===== config.mk =====
export PLATFORM = sky130hd
export DESIGN_NAME = serial_tx
export DESIGN_NICKNAME = d
export VERILOG_FILES = /design/src/rtl/serial_tx.sv
export SDC_FILE = /design/constraint.sdc
export NUM_CORES = 1
export LEC_CHECK = 0
export ABC_CLOCK_PERIOD_IN_PS = 2000
export CAP_MARGIN = 20
export CORE_MARGIN = 8
export CORE_UTILIZATION = 53
export CTS_CLUSTER_DIAMETER = 80
export DETAILED_ROUTE_END_ITERATION = 16
export PLACE_DENSITY = 0.83
export SYNTH_ARGS = -nofsm -noshare
export SYNTH_HDL_FRONTEND = slang
export SYNTH_SLANG_ARGS = --single-unit

===== constraint.sdc =====
create_clock -name clk -period 2 [get_ports clk]
set_input_delay 0.2 -clock clk [delete_from_list [all_inputs] [get_ports clk]]
set_output_delay 0.2 -clock clk [all_outputs]
set_load 0.01 [all_outputs]

===== src/rtl/serial_tx.sv =====
// serial_tx -- parallel-to-serial frame transmitter.
//
// Accepts one DATA_W-bit word over a valid/ready handshake and shifts it out
// on tx_out as: one start bit (0), DATA_W data bits LSB first, one stop bit (1).
// Each bit is held for CLK_DIV clocks. All outputs are registered.
//
// Ports:
//   clk        in   rising-edge clock
//   reset      in   synchronous, active-high reset
//   din        in   word to send, sampled only on the accept edge
//   din_valid  in   producer has a word on din
//   din_ready  out  transmitter can accept a word (registered)
//   tx_out     out  serial line, idles high (registered)
//   busy       out  a frame is in progress (registered)

module serial_tx #(
  parameter int DATA_W  = 8,
  parameter int CLK_DIV = 4
) (
  input  logic              clk,
  input  logic              reset,
  input  logic [DATA_W-1:0] din,
  input  logic              din_valid,
  output logic              din_ready,
  output logic              tx_out,
  output logic              busy
);

  typedef enum logic [1:0] {IDLE, START, DATA, STOP} state_t;

  localparam int DIV_W = (CLK_DIV > 1) ? $clog2(CLK_DIV) : 1;
  localparam int BIT_W = (DATA_W > 1) ? $clog2(DATA_W) : 1;
  localparam logic [DIV_W-1:0] DIV_LAST = DIV_W'(CLK_DIV - 1);
  localparam logic [BIT_W-1:0] BIT_LAST = BIT_W'(DATA_W - 1);

  state_t            state;
  logic [DATA_W-1:0] shreg;
  logic [DIV_W-1:0]  div_cnt;
  logic [BIT_W-1:0]  bit_cnt;

  logic              div_end;
  logic [DATA_W-1:0] sh_next;

  assign div_end = (div_cnt == DIV_LAST);
  assign sh_next = shreg >> 1;

  // NOTE: every register here, including the outputs, uses non-blocking
  // assignment so all of them update together from the same pre-edge values.
  always_ff @(posedge clk) begin
    if (reset) begin
      state     <= IDLE;
      shreg     <= '0;
      div_cnt   <= '0;
      bit_cnt   <= '0;
      tx_out    <= 1'b1;
      din_ready <= 1'b1;
      busy      <= 1'b0;
    end else begin
      case (state)
        IDLE: begin
          tx_out    <= 1'b1;
          din_ready <= 1'b1;
          busy      <= 1'b0;
          if (din_valid && din_ready) begin
            shreg     <= din;
            div_cnt   <= '0;
            state     <= START;
            din_ready <= 1'b0;
            busy      <= 1'b1;
            // Start bit appears on the line right after the accept edge.
            tx_out    <= 1'b0;
          end
        end

        START: begin
          if (div_end) begin
            div_cnt <= '0;
            bit_cnt <= '0;
            state   <= DATA;
            tx_out  <= shreg[0];
          end else begin
            div_cnt <= div_cnt + DIV_W'(1);
          end
        end

        DATA: begin
          if (div_end) begin
            div_cnt <= '0;
            shreg   <= sh_next;
            if (bit_cnt == BIT_LAST) begin
              state  <= STOP;
              tx_out <= 1'b1;
            end else begin
              bit_cnt <= bit_cnt + BIT_W'(1);
              // tx_out is registered, so it must load the bit that will sit
              // in shreg[0] after this shift, not the current one.
              tx_out  <= sh_next[0];
            end
          end else begin
            div_cnt <= div_cnt + DIV_W'(1);
          end
        end

        STOP: begin
          if (div_end) begin
            div_cnt   <= '0;
            state     <= IDLE;
            din_ready <= 1'b1;
            busy      <= 1'b0;
          end else begin
            div_cnt <= div_cnt + DIV_W'(1);
          end
        end

        default: begin
          state     <= IDLE;
          tx_out    <= 1'b1;
          din_ready <= 1'b1;
          busy      <= 1'b0;
        end
      endcase
    end
  end

endmodule


==> metrics.txt, run 1 <==
# TYPE chip_impl_metric gauge
chip_impl_info{name="status",value="finished clean"} 1
chip_impl_metric{name="first_global_vias",unit=""} 911
chip_impl_metric{name="place_area",unit="mm2"} 0.00119
chip_impl_metric{name="synthesis.area_per_instance",unit="um2"} 9.14
chip_impl_metric{name="die-height",unit="um"} 60.5
chip_impl_metric{name="initialDrtViolationCount",unit=""} 6
chip_impl_metric{name="clk-insertion-delay-late",unit="ps"} 300
chip_impl_metric{name="post_drt_via_cell_ratio",unit=""} 5.94
chip_impl_metric{name="synth_edf_count",unit=""} 0
chip_impl_metric{name="cts.clk_slew.worst_paths",unit="ps"} 110
chip_impl_metric{name="postSynthRegisterBits",unit=""} 18
chip_impl_metric{name="areaGrowthSynthToFinish",unit="%"} 17.0
chip_impl_metric{name="fillers",unit=""} 156
chip_impl_info{name="post_synth_main_area_contributors",value="sky130_fd_sc_hd__dfxtp_1, sky130_fd_sc_hd__ha_1, sky130_fd_sc_hd__mux2_2"} 1
chip_impl_metric{name="final-max-slew-violation-count",unit=""} 0
chip_impl_metric{name="fp.dieW",unit="um"} 60.5
chip_impl_info{name="rsz0062_at_grt",value="no"} 1
chip_impl_metric{name="irDropWorstVdd",unit="mV"} 0.852
chip_impl_metric{name="final_design_area_no_fill",unit="mm2"} 0.00123
chip_impl_info{name="worst_hold_path_type",value="in -> reg"} 1
chip_impl_info{name="yosysTopAreaCell",value="sky130_fd_sc_hd__dfxtp_1"} 1
chip_impl_metric{name="design.final.nets",unit=""} 148
chip_impl_metric{name="tritoncts_num_sinks",unit=""} 18
chip_impl_metric{name="detailedPlacementHpwl",unit="um"} 1760
chip_impl_info{name="cts_root_buffer",value="sky130_fd_sc_hd__clkbuf_4"} 1
chip_impl_info{name="criticalPathCategory",value="reg -> reg"} 1
chip_impl_metric{name="drt_pre_antenna_iters",unit=""} 4
chip_impl_metric{name="worst_ep_required_time",unit="ps"} 2190
chip_impl_metric{name="yosysWarningCount",unit=""} 0
chip_impl_metric{name="synth-async-reset-ratio",unit="%"} 0
chip_impl_metric{name="final_min_period_over_clock_period",unit="%"} 84.6
chip_impl_metric{name="routabilityCongestion",unit=""} 0.773
chip_impl_metric{name="remaining_drc_errors",unit=""} 0
chip_impl_metric{name="worstPathArrival",unit="ps"} 1880
chip_impl_metric{name="top_level_ports",unit=""} 14
chip_impl_metric{name="final-setup-viol-count",unit=""} 0
chip_impl_metric{name="initial_utilization",unit="%"} 54.7
chip_impl_metric{name="maxSlewHeadroom",unit="%"} 71.5
chip_impl_metric{name="post_drt_wl_per_cell",unit="um"} 15.2
chip_impl_metric{name="layout_min_cycle_time",unit="ps"} 1690
chip_impl_metric{name="tightest_slew",unit="ps"} 424
chip_impl_metric{name="core.rowCount",unit=""} 16
chip_impl_metric{name="max_freq",unit="MHz"} 591
chip_impl_info{name="synth_top_flop_cell",value="sky130_fd_sc_hd__dfxtp_1"} 1
chip_impl_metric{name="max-clock-path-buffers",unit=""} 2
chip_impl_metric{name="syn_area",unit="mm2"} 0.00105
chip_impl_metric{name="antenna_found_initial",unit=""} 0
chip_impl_metric{name="port_buffers",unit=""} 13
chip_impl_metric{name="grt_first_pass_wirelength",unit="um"} 3980
chip_impl_metric{name="max_cap_viol_count",unit=""} 0
chip_impl_metric{name="layout_cells_sized_above_1",unit="%"} 15.0
chip_impl_metric{name="antenna_nets_post_route",unit=""} 0
chip_impl_metric{name="grt_util_all_layers",unit="%"} 14.2
chip_impl_metric{name="synth_nets",unit=""} 135
chip_impl_metric{name="fin_skew",unit="ps"} 8.74
chip_impl_info{name="critical_path.endpoint_type",value="flop"} 1
chip_impl_metric{name="p_leak",unit="nW"} 0.488
chip_impl_metric{name="core",unit="mm2"} 0.00192
chip_impl_metric{name="global_route.overflow_total",unit=""} 0
chip_impl_metric{name="setup_total_negative_slack",unit="ps"} 0
chip_impl_info{name="cts_tree",value="done"} 1
chip_impl_metric{name="vias",unit=""} 915
chip_impl_metric{name="pin_count_of_the_biggest_net_entering_global_routing",unit=""} 17
chip_impl_metric{name="critical_path_peak_fanout",unit=""} 16
chip_impl_metric{name="antenna_cells_inserted",unit=""} 0
chip_impl_metric{name="number_of_h_tree_levels",unit=""} 1
chip_impl_metric{name="timing_hold_violations_final",unit=""} 0
chip_impl_metric{name="postCtsSetupBuffers",unit=""} 0
chip_impl_metric{name="cts_inserted_buffers",unit=""} 3
chip_impl_metric{name="finalWirelength",unit="um"} 2340
chip_impl_metric{name="synth.yosys.seq_area_share",unit="%"} 34.3
chip_impl_metric{name="synthesized_netlist_cell_count",unit=""} 115
chip_impl_info{name="startpoint_type",value="flop"} 1
chip_impl_metric{name="netlist.area_leader.share",unit="%"} 34.3
chip_impl_metric{name="fp.dieArea",unit="mm2"} 0.00366
chip_impl_metric{name="synth_cell_types",unit=""} 34
chip_impl_metric{name="powerDensity",unit="mW/mm2"} 1440
[synthesized netlist by cell type (2+ instances only)]
cell type,instances
sky130_fd_sc_hd__dfxtp_1,18
sky130_fd_sc_hd__ha_1,9
sky130_fd_sc_hd__nor3_1,9
sky130_fd_sc_hd__mux2_2,8
sky130_fd_sc_hd__nand2_1,8
sky130_fd_sc_hd__a31oi_1,7
sky130_fd_sc_hd__nor4_1,7
sky130_fd_sc_hd__inv_1,5
sky130_fd_sc_hd__clkbuf_1,4
sky130_fd_sc_hd__mux2i_1,4
sky130_fd_sc_hd__a21oi_1,3
sky130_fd_sc_hd__nand3_1,3
sky130_fd_sc_hd__nor2_1,3
sky130_fd_sc_hd__o21ai_0,3
sky130_fd_sc_hd__buf_4,2
sky130_fd_sc_hd__nand2b_1,2
sky130_fd_sc_hd__nand3b_1,2
sky130_fd_sc_hd__nand4b_1,2
[final cells by class]
type / count / area, um2 / area share, %
multi-input combinational: 84 / 628 / 51.1
sequential: 18 / 360 / 29.3
timing repair buffer: 16 / 153 / 12.4
clock buffer: 4 / 36.3 / 2.95
tap: 27 / 33.8 / 2.75
inverter: 5 / 18.8 / 1.53
[path summary, 6_finish.rpt]
check	start	slack, ps	cells past startpoint	to
worst max-delay path	state[0]$_SDFFE_PP0P_	310	6	shreg[0]$_SDFFE_PP0P_
worst min-delay path	din[7]	490	3	shreg[7]$_SDFFE_PP0P_
worst max register to register	state[0]$_SDFFE_PP0P_	310	6	shreg[0]$_SDFFE_PP0P_
worst min register to register	bit_cnt[2]$_SDFFE_PP0P_	490	2	bit_cnt[2]$_SDFFE_PP0P_
[report_power, final]
group	total, mW	switching, mW	leakage (nW)	internal [mW]
sequential	0.555	0.0824	0.148	0.473
combinational	0.989	0.525	0.319	0.464
clock	0.229	0.118	0.0210	0.111
total	1.77	0.726	0.488	1.05
[stage by stage]
step / worst slack, ps / hold WS, ps / std cells / power (mW) / util (%)
after floorplan: 481 / 279 / 115 / 1.32 / -
after global placement: 248 / 453 / 150 / 1.49 / 62.0
after detailed placement: 148 / 470 / 150 / 1.54 / 62.0
final: 308 / 487 / 154 / 1.77 / 64.0
after CTS: 129 / 483 / 154 / 1.76 / 63.9
after global routing: 180 / 506 / 154 / 1.91 / 64.0
[registers in the layout, indices dropped and copies added, names as in the netlist]
name / count
bit_cnt: 3
div_cnt: 2
shreg: 8
busy: 1
state: 2
tx_out: 1
din_ready: 1
[cell families (layout without fill, tap and decap cells)]
logic type               after synthesis  in the layout  synth area share, %
adder cells (fa/ha/maj)                9              9                 10.7
flip-flops                            18             18                 34.3
buffers and inverters                 13             25                 6.19
AO/OA/AOI/OAI                         24             24                 16.5
multiplexers                          12             12                 12.4
AND/OR/NAND/NOR                       39             39                 19.9
[metal layers]
layer / GRT usage [%] / part of all wire (%) / vias up
li1: - / - / 446
met4: 8.31 / 1.3 / 0
met1: 15.3 / 45 / 435
met5: 0 / 0 / -
met2: 25.3 / 49 / 30
met3: 2.54 / 4.7 / 4
[layout by cell type, fill, tap and decap left out, types with 2 or more instances in the layout]
master / instances
sky130_fd_sc_hd__inv_1: 5
sky130_fd_sc_hd__a21oi_1: 3
sky130_fd_sc_hd__nand2b_1: 2
sky130_fd_sc_hd__dfxtp_1: 18
sky130_fd_sc_hd__nor4_1: 7
sky130_fd_sc_hd__nand4b_1: 2
sky130_fd_sc_hd__nor2_1: 3
sky130_fd_sc_hd__mux2_2: 8
sky130_fd_sc_hd__nor3_1: 9
sky130_fd_sc_hd__nand2_1: 8
sky130_fd_sc_hd__clkbuf_4: 3
sky130_fd_sc_hd__nand3_1: 3
sky130_fd_sc_hd__nand3b_1: 2
sky130_fd_sc_hd__buf_4: 3
sky130_fd_sc_hd__ha_1: 8
sky130_fd_sc_hd__o21ai_0: 3
sky130_fd_sc_hd__clkdlybuf4s50_1: 13
sky130_fd_sc_hd__mux2i_1: 4
sky130_fd_sc_hd__a31oi_1: 7
[worst max-delay path, stage by stage (launching register included)]
cell and delay [ps]:
sky130_fd_sc_hd__dfxtp_1 400, sky130_fd_sc_hd__inv_1 110, sky130_fd_sc_hd__ha_2 310, sky130_fd_sc_hd__nor2b_1 170, sky130_fd_sc_hd__buf_4 170, sky130_fd_sc_hd__nor4_1 330
sky130_fd_sc_hd__nor3_1 90
[what timing repair did]
| item | 4_1_cts | 5_1_grt |
|---|---|---|
| hold buffers | 0 | 0 |
| endpoints found under the setup margin | 0 | 2 |
| gates resized for setup | 0 | 1 |
(Power assumes the default switching activity.)
==> inputs of run 2 (changes only) <==
--- a/config.mk
+++ b/config.mk
@@ -5,7 +5,7 @@
 export SDC_FILE = /design/constraint.sdc
 export NUM_CORES = 1
 export LEC_CHECK = 0
-export ABC_CLOCK_PERIOD_IN_PS = 2000
+export ABC_CLOCK_PERIOD_IN_PS = 1600
 export CAP_MARGIN = 20
 export CORE_MARGIN = 8
 export CORE_UTILIZATION = 53
==> constraint.sdc (replaced) <==
create_clock -name clk -period 1.6 [get_ports clk]
set_input_delay 0.16 -clock clk [delete_from_list [all_inputs] [get_ports clk]]
set_output_delay 0.16 -clock clk [all_outputs]
set_load 0.01 [all_outputs]
==> run 2 against run 1 <==
Critical path depth shrank 1. Cell area grew 7.7%. Combinational power grew 49%. Clock-buffer cell count is the same. Hold slack lost 15 ps. Register-to-register slack lost 270 ps. Sequential cell count is the same. Sequential power grew 26%. Largest power group unchanged.
==> metrics.txt, run 2 (synthesis gave the netlist of run 1 again) <==
# TYPE chip_impl_metric gauge
chip_impl_info{name="status",value="finished clean"} 1
chip_impl_metric{name="worstPathArrival",unit="ps"} 1770
chip_impl_metric{name="postCtsSetupBuffers",unit=""} 0
chip_impl_metric{name="fp.dieArea",unit="mm2"} 0.00366
chip_impl_metric{name="final-setup-viol-count",unit=""} 0
chip_impl_info{name="cts_tree",value="done"} 1
chip_impl_metric{name="number_of_h_tree_levels",unit=""} 1
chip_impl_info{name="criticalPathCategory",value="reg -> reg"} 1
chip_impl_metric{name="maxSlewHeadroom",unit="%"} 68.7
chip_impl_metric{name="tritoncts_num_sinks",unit=""} 18
chip_impl_metric{name="final-max-slew-violation-count",unit=""} 0
chip_impl_metric{name="largest_register_ffs",unit=""} 8
chip_impl_metric{name="powerDensity",unit="mW/mm2"} 1850
chip_impl_info{name="cts_root_buffer",value="sky130_fd_sc_hd__clkbuf_4"} 1
chip_impl_metric{name="seq_pwr_share",unit="%"} 28.5
chip_impl_metric{name="final_min_period_over_clock_period",unit="%"} 97.3
chip_impl_metric{name="design.final.nets",unit=""} 152
chip_impl_metric{name="max-clock-path-buffers",unit=""} 2
chip_impl_metric{name="areaGrowthSynthToFinish",unit="%"} 26.1
chip_impl_metric{name="sw_frac_of_total",unit="%"} 41.1
chip_impl_metric{name="clockPowerShare",unit="%"} 11.6
chip_impl_metric{name="post_drt_wl_per_cell",unit="um"} 15.5
chip_impl_metric{name="seq_cell_area",unit="um2"} 363
chip_impl_info{name="path_cells",value="buf_4, ha_1, o21ba_1, o31a_1, mux2i_1"} 1
chip_impl_metric{name="cp_slowest_stage_delay",unit="ps"} 340
chip_impl_metric{name="cts_inserted_buffers",unit=""} 3
chip_impl_metric{name="finalWirelength",unit="um"} 2450
chip_impl_metric{name="antenna_cells_inserted",unit=""} 0
chip_impl_info{name="critical_path.slowest_cell",value="sky130_fd_sc_hd__dfxtp_1"} 1
chip_impl_metric{name="clk-insertion-delay-late",unit="ps"} 290
chip_impl_metric{name="cts.clk_slew.worst_paths",unit="ps"} 110
chip_impl_metric{name="antenna_found_initial",unit=""} 0
chip_impl_metric{name="post_drt_via_cell_ratio",unit=""} 5.93
chip_impl_metric{name="antenna_nets_post_route",unit=""} 0
chip_impl_metric{name="setup_total_negative_slack",unit="ps"} 0
chip_impl_metric{name="layout_min_cycle_time",unit="ps"} 1560
chip_impl_info{name="startpoint_type",value="flop"} 1
chip_impl_metric{name="place_area",unit="mm2"} 0.00122
chip_impl_metric{name="port_buffers",unit=""} 13
chip_impl_metric{name="initial_utilization",unit="%"} 54.7
chip_impl_metric{name="multi_input_combinational_cell_area",unit="um2"} 691
chip_impl_metric{name="remaining_drc_errors",unit=""} 0
chip_impl_metric{name="fp.dieW",unit="um"} 60.5
chip_impl_metric{name="routabilityCongestion",unit=""} 0.799
chip_impl_metric{name="tightest_slew",unit="ps"} 467
chip_impl_metric{name="drt_pre_antenna_iters",unit=""} 4
chip_impl_metric{name="finish.utilization",unit="%"} 68.9
chip_impl_metric{name="first_global_vias",unit=""} 956
chip_impl_metric{name="global_route.overflow_total",unit=""} 0
chip_impl_metric{name="grt_util_all_layers",unit="%"} 14.1
chip_impl_info{name="rsz0062_at_grt",value="no"} 1
chip_impl_metric{name="power.net_switching",unit="mW"} 1.01
chip_impl_metric{name="p_leak",unit="nW"} 0.525
chip_impl_metric{name="final_design_area_no_fill",unit="mm2"} 0.00133
chip_impl_metric{name="top_level_ports",unit=""} 14
chip_impl_metric{name="layout_cells_sized_above_1",unit="%"} 25.2
chip_impl_info{name="critical_path.endpoint_type",value="flop"} 1
chip_impl_metric{name="core.rowCount",unit=""} 16
chip_impl_metric{name="vias",unit=""} 937
chip_impl_metric{name="power_report.internal_total",unit="mW"} 1.44
chip_impl_metric{name="timing_hold_violations_final",unit=""} 0
chip_impl_metric{name="max_cap_viol_count",unit=""} 0
chip_impl_metric{name="max_freq",unit="MHz"} 642
chip_impl_metric{name="power.combinational.fraction",unit="%"} 59.9
chip_impl_metric{name="fin_skew",unit="ps"} 0.722
chip_impl_info{name="top_family_by_delay_on_critical_path",value="compound AO/OA/AOI/OAI gates"} 1
chip_impl_metric{name="postCtsHoldBufs",unit=""} 0
chip_impl_metric{name="critical_path_peak_fanout",unit=""} 4
chip_impl_metric{name="worst_ep_required_time",unit="ps"} 1820
chip_impl_info{name="most-common-layout-cells",value="sky130_fd_sc_hd__dfxtp_1, sky130_fd_sc_hd__clkdlybuf4s50_1"} 1
chip_impl_metric{name="crit_buf_inv",unit=""} 1
chip_impl_metric{name="pin_count_of_the_biggest_net_entering_global_routing",unit=""} 12
chip_impl_metric{name="fillers",unit=""} 153
chip_impl_info{name="max_flop_register",value="shreg"} 1
chip_impl_metric{name="initialDrtViolationCount",unit=""} 26
chip_impl_metric{name="detailedPlacementHpwl",unit="um"} 1830
chip_impl_metric{name="core",unit="mm2"} 0.00192
chip_impl_info{name="worst_hold_path_type",value="in -> reg"} 1
chip_impl_metric{name="die-height",unit="um"} 60.5
chip_impl_info{name="layout_commonest_cell",value="sky130_fd_sc_hd__dfxtp_1"} 1
chip_impl_metric{name="grt_first_pass_wirelength",unit="um"} 4020
chip_impl_metric{name="irDropWorstVdd",unit="mV"} 1.35
chip_impl_info{name="registers_with_the_most_flip_flops",value="shreg (8), bit_cnt (3)"} 1
-- run 2: cell count changes in the layout (fill, tap and decap cells not counted), sizes merged --
| cell | previous run | this run |
|---|---|---|
| buf | 3 | 7 |
-- run 2: worst min-delay path, delay by kind of cell --
kind / cells / cell delay, ps
buffers and inverters: 1 / 400
AOI/OAI and AO/OA: 1 / 60
and+or+nand+nor: 1 / 100
-- run 2: cell type report --
class                   count  area share (%)
clock buffers               4            2.74
inverters                   5            1.42
multi-input cells          84            52.1
flip-flops and latches     18            27.4
well taps                  27            2.55
repair buffers             20            13.8
-- run 2: metrics by stage --
step	hold WS (ps)	power [mW]	worst slack (ps)	std cells
4_1_cts	459	2.30	3.58	158
3_5_place_dp	464	1.99	13.5	154
2_1_floorplan	239	1.65	81.4	115
6_report	472	2.45	42.6	158
5_1_grt	459	2.61	1.54	158
3_3_place_gp	450	1.94	103	154
-- run 2: power by group through the flow --
stage	clock network, mW	registers [mW]	logic [mW]
2_1_floorplan	0	0.688	0.962
3_3_place_gp	0	0.684	1.25
3_5_place_dp	0	0.691	1.30
4_1_cts	0.290	0.682	1.33
5_1_grt	0.316	0.713	1.58
6_report	0.284	0.697	1.47
-- run 2: final timing paths --
path                                                end  depth (start not counted)                     from  slack (ps)
worst max-delay path            bit_cnt[1]$_SDFFE_PP0P_                          5    state[0]$_SDFFE_PP0P_          40
worst min-delay path              shreg[7]$_SDFFE_PP0P_                          3                   din[7]         470
worst max register to register  bit_cnt[1]$_SDFFE_PP0P_                          5    state[0]$_SDFFE_PP0P_          40
worst min register to register  bit_cnt[2]$_SDFFE_PP0P_                          2  bit_cnt[2]$_SDFFE_PP0P_         480
-- run 2: routing by layer --
layer  global-route usage, %  share of wire [%]  up-vias
met5                       0                  0        -
met3                    3.60                3.6        4
met2                    24.4                 50       24
met4                    8.64                1.3        0
li1                        -                  -      459
met1                    15.1                 45      450
-- run 2: timing repair --
action | CTS | global route
endpoints found under the setup margin | 3 | 10
resized for setup | 2 | 12
pin swaps | 0 | 0
==> inputs of run 3 (changes only) <==
==> config.mk (replaced) <==
export PLATFORM = sky130hd
export DESIGN_NAME = serial_tx
export DESIGN_NICKNAME = d
export VERILOG_FILES = /design/src/rtl/serial_tx.sv
export SDC_FILE = /design/constraint.sdc
export NUM_CORES = 1
export LEC_CHECK = 0
export ABC_CLOCK_PERIOD_IN_PS = 1400
export CAP_MARGIN = 20
export CORE_MARGIN = 8
export CORE_UTILIZATION = 48
export CTS_CLUSTER_DIAMETER = 80
export DETAILED_ROUTE_END_ITERATION = 16
export PLACE_DENSITY = 0.8
export RECOVER_POWER = 100
export SYNTH_ARGS = -nofsm -noshare
export SYNTH_HDL_FRONTEND = slang
export SYNTH_SLANG_ARGS = --single-unit
==> constraint.sdc (replaced) <==
create_clock -name clk -period 1.4 [get_ports clk]
set_input_delay 0.14 -clock clk [delete_from_list [all_inputs] [get_ports clk]]
set_output_delay 0.14 -clock clk [all_outputs]
set_load 0.01 [all_outputs]
==> run 3 against run 2 <==
Sequential cell count unchanged. Critical path depth up 1. The flow now finishes with violations (setup timing). Register-to-register slack worse by 150 ps. Clock skew up 16 ps. Fmax up 3.5%.
==> metrics.txt, run 3 (synthesis gave the netlist of run 1 again) <==
# TYPE chip_impl_metric gauge
chip_impl_metric{name="first_global_vias",unit=""} 936
chip_impl_metric{name="cts.clk_slew.worst_paths",unit="ps"} 120
chip_impl_metric{name="remaining_drc_errors",unit=""} 0
chip_impl_metric{name="tightest_slew",unit="ps"} 383
chip_impl_metric{name="cts_inserted_buffers",unit=""} 3
chip_impl_metric{name="cp_slowest_stage_delay",unit="ps"} 390
chip_impl_metric{name="max_cap_viol_count",unit=""} 0
chip_impl_metric{name="design.final.nets",unit=""} 158
chip_impl_metric{name="antenna_found_initial",unit=""} 0
chip_impl_metric{name="grt_first_pass_wirelength",unit="um"} 4110
chip_impl_metric{name="irDropWorstVdd",unit="mV"} 1.16
chip_impl_info{name="rsz0062_at_grt",value="yes"} 1
chip_impl_metric{name="seq_cell_area",unit="um2"} 369
chip_impl_metric{name="total_routed_wire_length_on_the_met1_layer",unit="um"} 1240
chip_impl_metric{name="areaGrowthSynthToFinish",unit="%"} 43.9
chip_impl_info{name="highest_layer",value="met4"} 1
chip_impl_metric{name="pin_count_of_the_biggest_net_entering_global_routing",unit=""} 15
chip_impl_info{name="max_flop_register",value="shreg"} 1
chip_impl_info{name="top_family_by_delay_on_critical_path",value="flip-flops"} 1
chip_impl_metric{name="worst_ep_required_time",unit="ps"} 1610
chip_impl_metric{name="initial_utilization",unit="%"} 48.9
chip_impl_metric{name="layout_cells_sized_above_1",unit="%"} 38.7
chip_impl_metric{name="met3_length",unit="um"} 92
chip_impl_metric{name="final-max-slew-violation-count",unit=""} 0
chip_impl_metric{name="die-height",unit="um"} 62.8
chip_impl_info{name="layout_commonest_cell",value="sky130_fd_sc_hd__dfxtp_1"} 1
chip_impl_metric{name="layout_setup_ws",unit="ps"} -105
chip_impl_info{name="most-common-layout-cells",value="sky130_fd_sc_hd__dfxtp_1, sky130_fd_sc_hd__clkdlybuf4s50_1, sky130_fd_sc_hd__buf_4"} 1
chip_impl_metric{name="antenna_cells_inserted",unit=""} 0
chip_impl_metric{name="core.rowCount",unit=""} 17
chip_impl_metric{name="layout_min_cycle_time",unit="ps"} 1510
chip_impl_metric{name="p_leak",unit="nW"} 0.563
chip_impl_info{name="worst_hold_path_type",value="in -> reg"} 1
chip_impl_metric{name="max-clock-path-buffers",unit=""} 2
chip_impl_info{name="cts_root_buffer",value="sky130_fd_sc_hd__clkbuf_4"} 1
chip_impl_metric{name="drt_pre_antenna_iters",unit=""} 4
chip_impl_metric{name="grt_util_all_layers",unit="%"} 12.4
chip_impl_info{name="startpoint_type",value="flop"} 1
chip_impl_metric{name="final-setup-viol-count",unit=""} 15
chip_impl_metric{name="core",unit="mm2"} 0.00215
chip_impl_metric{name="dp_worst_setup_slack",unit="ps"} -108
chip_impl_metric{name="critical_path_peak_fanout",unit=""} 7
chip_impl_metric{name="fp.dieW",unit="um"} 62.8
chip_impl_metric{name="fp.dieArea",unit="mm2"} 0.00394
chip_impl_info{name="critical_path.slowest_cell",value="sky130_fd_sc_hd__dfxtp_4"} 1
chip_impl_metric{name="clk-insertion-delay-late",unit="ps"} 310
chip_impl_metric{name="antenna_nets_post_route",unit=""} 0
chip_impl_metric{name="finalWirelength",unit="um"} 2920
chip_impl_metric{name="multi_input_combinational_cell_area",unit="um2"} 806
chip_impl_metric{name="tritoncts_num_sinks",unit=""} 18
chip_impl_metric{name="max_freq",unit="MHz"} 664
chip_impl_info{name="cts_tree",value="done"} 1
chip_impl_metric{name="number_of_h_tree_levels",unit=""} 1
chip_impl_metric{name="powerDensity",unit="mW/mm2"} 2200
chip_impl_info{name="path_cells",value="inv_6, ha_4, buf_6, mux2_2, nor4_4, nor3_2"} 1
chip_impl_metric{name="vias",unit=""} 965
chip_impl_metric{name="worstPathArrival",unit="ps"} 1720
chip_impl_metric{name="fillers",unit=""} 163
chip_impl_metric{name="post_drt_wl_per_cell",unit="um"} 17.7
chip_impl_metric{name="post_drt_via_cell_ratio",unit=""} 5.85
chip_impl_metric{name="final_min_period_over_clock_period",unit="%"} 108
chip_impl_metric{name="setup_total_negative_slack",unit="ps"} -702
chip_impl_metric{name="crit_buf_inv",unit=""} 2
chip_impl_metric{name="port_buffers",unit=""} 13
chip_impl_metric{name="top_level_ports",unit=""} 14
chip_impl_info{name="criticalPathCategory",value="reg -> reg"} 1
chip_impl_metric{name="finish.utilization",unit="%"} 70.4
chip_impl_info{name="status",value="complete, but fails checks"} 1
chip_impl_metric{name="initialDrtViolationCount",unit=""} 31
chip_impl_info{name="critical_path.endpoint_type",value="flop"} 1
chip_impl_info{name="failed_checks",value="setup timing"} 1
chip_impl_metric{name="wl_met2",unit="um"} 1550
chip_impl_metric{name="routabilityCongestion",unit=""} 0.781
chip_impl_metric{name="maxSlewHeadroom",unit="%"} 74.4
chip_impl_metric{name="largest_register_ffs",unit=""} 8
chip_impl_metric{name="timing_hold_violations_final",unit=""} 0
chip_impl_metric{name="fin_skew",unit="ps"} 17.0
chip_impl_metric{name="detailedPlacementHpwl",unit="um"} 1760
chip_impl_metric{name="global_route.overflow_total",unit=""} 0
chip_impl_info{name="registers_with_the_most_flip_flops",value="shreg (8), bit_cnt (3)"} 1
chip_impl_metric{name="postCtsHoldBufs",unit=""} 0
## run 3: changes by cell type in the layout (fill, tap and decap cells not counted), moves of 2 or more
cell | previous run | this run
sky130_fd_sc_hd__ha_2 | 0 | 2
sky130_fd_sc_hd__buf_4 | 7 | 11
sky130_fd_sc_hd__nor4_4 | 0 | 2
sky130_fd_sc_hd__dfxtp_4 | 0 | 2
sky130_fd_sc_hd__nor4_2 | 5 | 3
sky130_fd_sc_hd__ha_1 | 8 | 2
sky130_fd_sc_hd__ha_4 | 1 | 5
## run 3: worst min-delay path, stage by stage
cell	delay, ps
sky130_fd_sc_hd__clkdlybuf4s50_1	400
sky130_fd_sc_hd__nand4b_1	90
sky130_fd_sc_hd__a21oi_1	70
## run 3: worst paths after layout
path / startpoint / end / slack [ps] / cells after the start
setup / recovery: state[0]$_SDFFE_PP0P_ / shreg[4]$_SDFFE_PP0P_ / -110 / 6
hold / removal: din[7] / shreg[7]$_SDFFE_PP0P_ / 440 / 3
setup reg to reg: state[0]$_SDFFE_PP0P_ / shreg[4]$_SDFFE_PP0P_ / -110 / 6
hold reg to reg: bit_cnt[1]$_SDFFE_PP0P_ / bit_cnt[1]$_SDFFE_PP0P_ / 480 / 2
## run 3: power breakdown
| group | total [mW] | switching [mW] | internal [mW] |
|---|---|---|---|
| clock | 0.337 | 0.178 | 0.159 |
| sequential | 0.851 | 0.159 | 0.692 |
| combinational | 2.14 | 1.05 | 1.09 |
## run 3: final cells by class
cell class              instances  area share, %
multi-input cells              84           53.3
flip-flops and latches         18           24.4
repair buffers                 26           16.0
clock buffers                   4           2.40
well taps                      28           2.32
inverters                       5           1.57
## run 3: metal layers
layer,up-vias,track usage [%]
li1,466,-
met1,477,13.7
met2,18,22.5
met3,4,3.94
met4,0,2.56
met5,-,0
## run 3: metrics by stage
step	area, um2	instances	total power, mW	hold WS [ps]
detailed placement	1250	156	2.31	469
floorplan	1090	115	2.00	219
finish	1510	165	3.33	437
global route	1510	165	3.51	473
global placement	1250	156	2.24	454
CTS	1340	160	2.75	439
## run 3: what timing repair did
item,4_1_cts,5_1_grt
pin swaps,1,4
cloned,0,0
setup buffers,0,6
gates resized for setup,13,27
endpoints found under the setup margin,15,15
